--- src/rtl/axi_rd_split_pkg.sv ---
// Shared types and helpers for the AXI4 read splitter (axi_rd_splitter, axi_rd_split_trk).
package axi_rd_split_pkg;

    typedef enum logic {
        IDLE,
        ISSUE
    } state_e;

    typedef struct packed {
        logic last;
    } trk_entry_t;

    localparam int unsigned BOUNDARY_BYTES = 4096;

    // Beats the next INCR piece may carry. The distance to the 4 KB boundary is
    // measured from the size-aligned address, so an unaligned first beat still gets >= 1 beat.
    function automatic logic [8:0] piece_beats(
        input logic [11:0] addr,
        input logic [2:0]  size,
        input logic [8:0]  rem,
        input logic [8:0]  max
    );
        logic [11:0] al;
        logic [12:0] to_bnd;
        logic [8:0]  p;
        al     = (addr >> size) << size;
        to_bnd = (13'(BOUNDARY_BYTES) - {1'b0, al}) >> size;
        p      = rem;
        if ({4'b0, p} > to_bnd) p = to_bnd[8:0];
        if (p > max) p = max;
        return p;
    endfunction

endpackage

--- src/rtl/axi_rd_split_trk.sv ---
// Outstanding-piece tracker: small synchronous FIFO of trk_entry_t with full/empty flags.
module axi_rd_split_trk
    import axi_rd_split_pkg::*;
#(
    parameter int DEPTH = 4
) (
    input  logic clk,
    input  logic rst,
    input  logic i_push,
    input  logic i_push_last,
    input  logic i_pop,
    output logic o_head_last,
    output logic o_full,
    output logic o_empty
);
    localparam int PW = (DEPTH > 1) ? $clog2(DEPTH) : 1;
    localparam int CW = $clog2(DEPTH + 1);

    trk_entry_t    r_mem [DEPTH];
    logic [PW-1:0] r_wr_ptr;
    logic [PW-1:0] r_rd_ptr;
    logic [CW-1:0] r_count;
    logic          w_push;
    logic          w_pop;

    assign o_full      = (r_count == CW'(DEPTH));
    assign o_empty     = (r_count == '0);
    assign w_push      = i_push && !o_full;
    assign w_pop       = i_pop && !o_empty;
    assign o_head_last = r_mem[r_rd_ptr].last;

    always_ff @(posedge clk or posedge rst) begin
        if (rst) begin
            for (int i = 0; i < DEPTH; i++) r_mem[i] <= '0;
            r_wr_ptr <= '0;
            r_rd_ptr <= '0;
            r_count  <= '0;
        end else begin
            if (w_push) begin
                r_mem[r_wr_ptr].last <= i_push_last;
                r_wr_ptr <= (r_wr_ptr == PW'(DEPTH - 1)) ? '0 : r_wr_ptr + 1'b1;
            end
            if (w_pop) begin
                r_rd_ptr <= (r_rd_ptr == PW'(DEPTH - 1)) ? '0 : r_rd_ptr + 1'b1;
            end
            r_count <= r_count + CW'(w_push) - CW'(w_pop);
        end
    end

endmodule

--- src/rtl/axi_rd_splitter.sv ---
// AXI4 read splitter: cuts AR bursts at 4 KB / MAX_BEATS and merges R so one rlast per request.
// Define AXI_RD_SPLITTER_PERF_EN to build the split/stall performance counters.
module axi_rd_splitter
    import axi_rd_split_pkg::*;
#(
    parameter int ID_WIDTH   = 16,
    parameter int ADDR_WIDTH = 64,
    parameter int DATA_WIDTH = 512,
    parameter int MISC_W     = 26,
    parameter int MAX_BEATS  = 64,
    parameter int TRK_DEPTH  = 4
) (
    input  logic                  clk,
    input  logic                  rst,
    input  logic [ID_WIDTH-1:0]   s_arid,
    input  logic [ADDR_WIDTH-1:0] s_araddr,
    input  logic [7:0]            s_arlen,
    input  logic [2:0]            s_arsize,
    input  logic [1:0]            s_arburst,
    input  logic [MISC_W-1:0]     s_armisc,
    input  logic                  s_arvalid,
    output logic                  s_arready,
    output logic [ID_WIDTH-1:0]   s_rid,
    output logic [DATA_WIDTH-1:0] s_rdata,
    output logic [1:0]            s_rresp,
    output logic                  s_rlast,
    output logic                  s_rvalid,
    input  logic                  s_rready,
    output logic [ID_WIDTH-1:0]   m_arid,
    output logic [ADDR_WIDTH-1:0] m_araddr,
    output logic [7:0]            m_arlen,
    output logic [2:0]            m_arsize,
    output logic [1:0]            m_arburst,
    output logic [MISC_W-1:0]     m_armisc,
    output logic                  m_arvalid,
    input  logic                  m_arready,
    input  logic [ID_WIDTH-1:0]   m_rid,
    input  logic [DATA_WIDTH-1:0] m_rdata,
    input  logic [1:0]            m_rresp,
    input  logic                  m_rlast,
    input  logic                  m_rvalid,
    output logic                  m_rready,
    output logic [31:0]           perf_split_cnt,
    output logic [31:0]           perf_stall_cnt
);
    localparam int SIZE_MAX = $clog2(DATA_WIDTH / 8);

    state_e                r_state;
    state_e                w_state_nxt;
    logic [ID_WIDTH-1:0]   r_id;
    logic [ADDR_WIDTH-1:0] r_addr;
    logic [2:0]            r_size;
    logic [1:0]            r_burst;
    logic [MISC_W-1:0]     r_misc;
    logic [8:0]            r_rem;

    logic                  w_split;
    logic [8:0]            w_piece;
    logic                  w_last;
    logic                  w_s_ar_fire;
    logic                  w_ar_fire;
    logic [ADDR_WIDTH-1:0] w_size_mask;
    logic [ADDR_WIDTH-1:0] w_addr_nxt;
    logic                  w_trk_full;
    logic                  w_trk_empty;
    logic                  w_trk_head_last;
    logic                  w_trk_pop;

    // Only INCR bursts with a beat no wider than the data bus are cut; others go out whole.
    assign w_split     = (r_burst == 2'b01) && (r_size <= 3'(SIZE_MAX));
    assign w_piece     = w_split ? piece_beats(r_addr[11:0], r_size, r_rem, 9'(MAX_BEATS)) : r_rem;
    assign w_last      = (r_rem == w_piece);
    assign w_s_ar_fire = s_arvalid && s_arready;
    assign w_ar_fire   = m_arvalid && m_arready;
    assign w_size_mask = (ADDR_WIDTH'(1) << r_size) - ADDR_WIDTH'(1);
    assign w_addr_nxt  = (r_addr & ~w_size_mask) + (ADDR_WIDTH'(w_piece) << r_size);

    always_comb begin
        w_state_nxt = r_state;
        s_arready   = 1'b0;
        m_arvalid   = 1'b0;
        case (r_state)
            IDLE: begin
                s_arready = 1'b1;
                if (s_arvalid) w_state_nxt = ISSUE;
            end
            ISSUE: begin
                m_arvalid = !w_trk_full;
                if (m_arvalid && m_arready && w_last) w_state_nxt = IDLE;
            end
            default: w_state_nxt = IDLE;
        endcase
    end

    always_ff @(posedge clk or posedge rst) begin
        if (rst) begin
            r_state <= IDLE;
            r_id    <= '0;
            r_addr  <= '0;
            r_size  <= '0;
            r_burst <= '0;
            r_misc  <= '0;
            r_rem   <= '0;
        end else begin
            r_state <= w_state_nxt;
            if (w_s_ar_fire) begin
                r_id    <= s_arid;
                r_addr  <= s_araddr;
                r_size  <= s_arsize;
                r_burst <= s_arburst;
                r_misc  <= s_armisc;
                r_rem   <= {1'b0, s_arlen} + 9'd1;
            end else if (w_ar_fire) begin
                r_addr <= w_addr_nxt;
                r_rem  <= r_rem - w_piece;
            end
        end
    end

    assign m_arid    = r_id;
    assign m_araddr  = r_addr;
    assign m_arlen   = (r_state == ISSUE) ? 8'(w_piece - 9'd1) : 8'd0;
    assign m_arsize  = r_size;
    assign m_arburst = r_burst;
    assign m_armisc  = r_misc;

    assign w_trk_pop = m_rvalid && m_rready && m_rlast;

    axi_rd_split_trk #(
        .DEPTH (TRK_DEPTH)
    ) u_trk (
        .clk         (clk),
        .rst         (rst),
        .i_push      (w_ar_fire),
        .i_push_last (w_last),
        .i_pop       (w_trk_pop),
        .o_head_last (w_trk_head_last),
        .o_full      (w_trk_full),
        .o_empty     (w_trk_empty)
    );

    assign s_rvalid = m_rvalid;
    assign m_rready = s_rready;
    assign s_rid    = m_rid;
    assign s_rdata  = m_rdata;
    assign s_rresp  = m_rresp;
    assign s_rlast  = m_rlast && w_trk_head_last && !w_trk_empty;

    // R data with nothing outstanding means the downstream slave broke ordering.
    a_r_needs_piece: assert property (@(posedge clk) disable iff (rst) !(m_rvalid && w_trk_empty));

`ifdef AXI_RD_SPLITTER_PERF_EN
    logic [31:0] r_split_cnt;
    logic [31:0] r_stall_cnt;

    always_ff @(posedge clk or posedge rst) begin
        if (rst) begin
            r_split_cnt <= '0;
            r_stall_cnt <= '0;
        end else begin
            if (w_ar_fire && !w_last && (r_split_cnt != '1)) r_split_cnt <= r_split_cnt + 32'd1;
            if ((r_state == ISSUE) && w_trk_full && (r_stall_cnt != '1)) r_stall_cnt <= r_stall_cnt + 32'd1;
        end
    end

    assign perf_split_cnt = r_split_cnt;
    assign perf_stall_cnt = r_stall_cnt;
`else
    assign perf_split_cnt = '0;
    assign perf_stall_cnt = '0;
`endif

endmodule

--- config.mk ---
export PLATFORM = sky130hd
export DESIGN_NAME = axi_rd_splitter
export DESIGN_NICKNAME = d
export VERILOG_FILES = /design/src/rtl/axi_rd_split_pkg.sv /design/src/rtl/axi_rd_split_trk.sv /design/src/rtl/axi_rd_splitter.sv
export SDC_FILE = /design/constraint.sdc
export NUM_CORES = 1
export LEC_CHECK = 0
export ABC_AREA = 1
export CORE_AREA = 2 2 542 544
export DETAILED_ROUTE_END_ITERATION = 8
export DIE_AREA = 0 0 544 546
export GPL_TIMING_DRIVEN = 0
export PLACE_DENSITY = 0.3
export SETUP_SLACK_MARGIN = 0.4
export SYNTH_ARGS = -nofsm -noshare
export SYNTH_HDL_FRONTEND = slang
export SYNTH_HIERARCHICAL = 1
export SYNTH_SLANG_ARGS = --single-unit
--- constraint.sdc ---
create_clock -name clk -period 9.2 [get_ports clk]
set_input_delay 1.84 -clock clk [delete_from_list [all_inputs] [get_ports clk]]
set_output_delay 1.84 -clock clk [all_outputs]
set_load 0.01 [all_outputs]
==> impl_metrics.py <==
metrics = {
    "global_route": {
        "grt.total_usage_pct": 10.8,
        "first_global_vias": 17624,
        "grt_pass1_wl_um": 202000,
        "grt_max_degree": 65,
        "antenna_found_initial": 124,
        "overflow": 0,
    },
    "cells_and_area": {
        "drive_gt1_share_pct": 25.1,
        "synthToLayoutAreaGrowth_pct": 94.7,
        "seqCellArea_um2": 3310,
        "layout.nets": 3767,
        "multi_input_area_um2": 6620,
        "fill_cells": 34178,
        "fin_cells": 7028,
        "final_util_pct": 9.91,
    },
    "timing": {
        "finalSetupViolCount": 0,
        "tightest_slew_ns": 1.13,
        "min_period_over_period_pct": 88.3,
        "slew_headroom_pct": 24.7,
        "layout_min_cycle_time_ns": 8.12,
        "finalMaxSlewViolations": 0,
        "rsz0062_at_grt": "no",
        "clock-skew-final_ns": 0.0215,
        "fmax_ghz": 0.123,
        "hold_viol": 0,
        "hold_ws_ns": 0.476,
        "tns_ns": 0,
    },
    "placement": {
        "portBuffers": 779,
        "dp_hpwl_um": 151000,
        "numPlacedInstances": 6942,
        "gp_congestion": 0.906,
    },
    "setup_path": {
        "critPathMaxStageDelay_ns": 0.74,
        "crit_path_end_kind": "output pin",
        "cp_num_cells": 36,
        "crit_required_ns": 7.36,
        "crit_path_top_delay_cell": "clkdlybuf4s50_1",
        "path_class": "reg2out",
        "critPathBufInv": 7,
        "reg2regPathDepth": 64,
        "critPathTopFamily": "simple AND/OR/NAND/NOR gates",
        "worst_setup_path_start_kind": "flip-flop",
        "cp.arrival_ns": 6.28,
        "path_common_cell": "nand2_1",
        "crit_fanout": 10,
    },
    "power": {
        "power.switching_mw": 3.72,
        "leakagePower_nw": 11.9,
        "power_frac_clock_pct": 10.9,
        "power.share.combinational_pct": 72.7,
        "p_seq_share_pct": 16.4,
        "irDropWorstVdd_uv": 126,
        "total_power_mw": 6.95,
        "p_per_area_nw_per_um2": 240,
        "switching_share_pct": 53.5,
        "p_int_mw": 3.23,
    },
    "synthesis": {
        "synthAdderAreaFrac_pct": 4.19,
        "synth_compound_area_share_pct": 9.63,
        "synthMuxAreaShare_pct": 0.0674,
        "synth.cell_area_um2": 14900,
        "synthSimpleGateAreaFrac_pct": 25.0,
        "synth_top_family_by_area": "buffers and inverters",
        "avgSynthCellArea_um2": 6.82,
        "synthArstFlopShare_pct": 100,
        "synth_warnings": 6,
        "synthCells": 2180,
        "synth_edf_count": 0,
        "ys_seq_area_share_pct": 22.2,
        "synth.distinct_cells": 53,
        "synth-main-ff-cell": "dfrtp_1",
        "ys_ff_latch": 132,
        "synth_xor_area_share_pct": 2.36,
    },
    "cts": {
        "clockRootBuffer": "clkbuf_16",
        "numCtsBuffers": 17,
        "h-tree-depth": 4,
        "cts_buffer_depth": 2,
        "clk_pin_slew_ns": 0.08,
        "clock_latency_ns": 0.53,
        "clock_sinks": 132,
        "cts_tree": "yes",
    },
    "routing": {
        "detail_route.vias_per_cell": 2.52,
        "post_drt_wl_per_cell_um": 23.7,
        "drt-total-wl_um": 166000,
        "first_iter_violations": 832,
        "postRouteAntennaNets": 0,
        "first_pass_iters": 5,
        "via_count": 17704,
        "drc": 0,
    },
    "run_status": {
        "status": "completed",
    },
    "flow_run": {
        "maxCapViolations": 0,
    },
    "floorplanning": {
        "ioPinCount": 1374,
        "die_area_um2": 297000,
        "die_h_um": 546,
        "core_um2": 292000,
        "dieWidth_um": 544,
        "initial_utilization_pct": 5.09,
        "num_rows": 199,
    },
    "worst_hold_path": {
        "hp-class": "reg2reg",
        "hold-path-cell-count": 2,
    },
}
## power groups by stage
stage	registers, mW	clock network (mW)	logic (mW)
finish	1.14	0.758	5.06
global route	1.19	0.813	5.66
CTS	1.14	0.805	5.11
detailed placement	1.14	0	5.06
global placement	1.14	0	5.09
floorplan	1.11	0	2.74
## cells in the mapped netlist (12+ instances only)
master      n  area share [%]
nor3_1     35             1.2
dfrtp_1   132              22
nand2_1   495              13
o21ai_0   119             4.0
nand4_1    21            0.88
clkbuf_1   53             1.3
nand3_2    12            0.81
buf_4     600              30
o211ai_1   12            0.61
a21oi_1    49             1.7
inv_2      16            0.40
o22ai_1    18            0.76
xor2_1     31             1.8
nor2_1    135             3.4
nand3_1   128             4.3
inv_1     155             3.9
o21ai_1    12            0.40
ha_1       45             3.8
## per-layer routing
metal | track usage (%) | routed length (um) | up-vias
li1 | - | - | 8135
met1 | 10.4 | 56900 | 8147
met2 | 19.7 | 84500 | 1154
met3 | 6.06 | 21200 | 202
met4 | 2.23 | 3350 | 66
met5 | 0 | 452 | -
## logic make-up after synthesis
kind of cell,after synthesis
simple gates,869
buf+inv,838
compound gates,251
flops,132
fa+ha+maj,48
xor+xnor,40
other cells,1
mux,1
## cell usage in the layout, fill, tap and decap left out, types with 10 or more instances in the layout
cell / instances
inv_1: 150
clkbuf_1: 51
nand4_1: 21
clkdlybuf4s50_1: 777
buf_4: 618
nand3_2: 16
nand2_2: 11
diode_2: 33
nor2_4: 16
nand2_1: 486
nand3_1: 123
xor2_1: 30
a21oi_1: 47
o22ai_1: 18
o21ai_0: 115
nor2_1: 121
nor3_1: 31
o211ai_1: 12
nor2_2: 10
o21ai_1: 11
dfrtp_1: 127
inv_2: 17
conb_1: 64
clkbuf_16: 17
ha_1: 45
## per-stage QoR
step	area, um^2	setup WS, ns
global route	28900	0.395
finish	28900	1.08
global placement	27800	-0.760
floorplan	15100	2.04
detailed placement	27800	-0.687
CTS	28600	0.414
## tightest hold or removal path, stage by stage, from the launching register on
cell	delay [ns]
dfrtp_1	0.35
nand2_1	0.05
nand2_1	0.04
## repair_timing
action | CTS | global route
setup buffers | 4 | 17
gates resized for setup | 35 | 55
hold buffers | 0 | 0
endpoints found under the setup margin | 34 | 41
pin swaps | 3 | 21
## final cells by class
cell class              count  share of cell area (%)
multi-input cells        1273                    22.9
well taps                3919                    16.9
inverters                 173                    2.31
clock inverters            14                   0.493
flip-flops and latches    132                    11.4
clock buffers              18                    1.48
plain buffers             665                    16.6
repair buffers            801                    27.6
diodes                     33                   0.285
## flip-flops by register name (all words and copies together), names as in the netlist
register,flops
u_trk/r_count,3
u_trk/r_mem,4
u_trk/r_wr_ptr,2
r_rem,9
u_trk/r_rd_ptr,2
r_state,1
m_arsize,3
m_arid,16
m_arburst,2
m_araddr,64
m_armisc,26
## path summary, 6_finish.rpt
check,startpoint,to,slack [ns]
max reg2reg,m_arsize[1],m_araddr[62],1.16
min reg2reg,u_trk/r_mem[3],u_trk/r_mem[3],0.48
min,u_trk/r_mem[3],u_trk/r_mem[3],0.48
max in group asynchronous,rst,m_araddr[8],6.47
max,m_arsize[1],m_arlen[1],1.08
min in group asynchronous,rst,m_arid[1],1.76
Note: power is estimated with default switching activity, not from simulation.
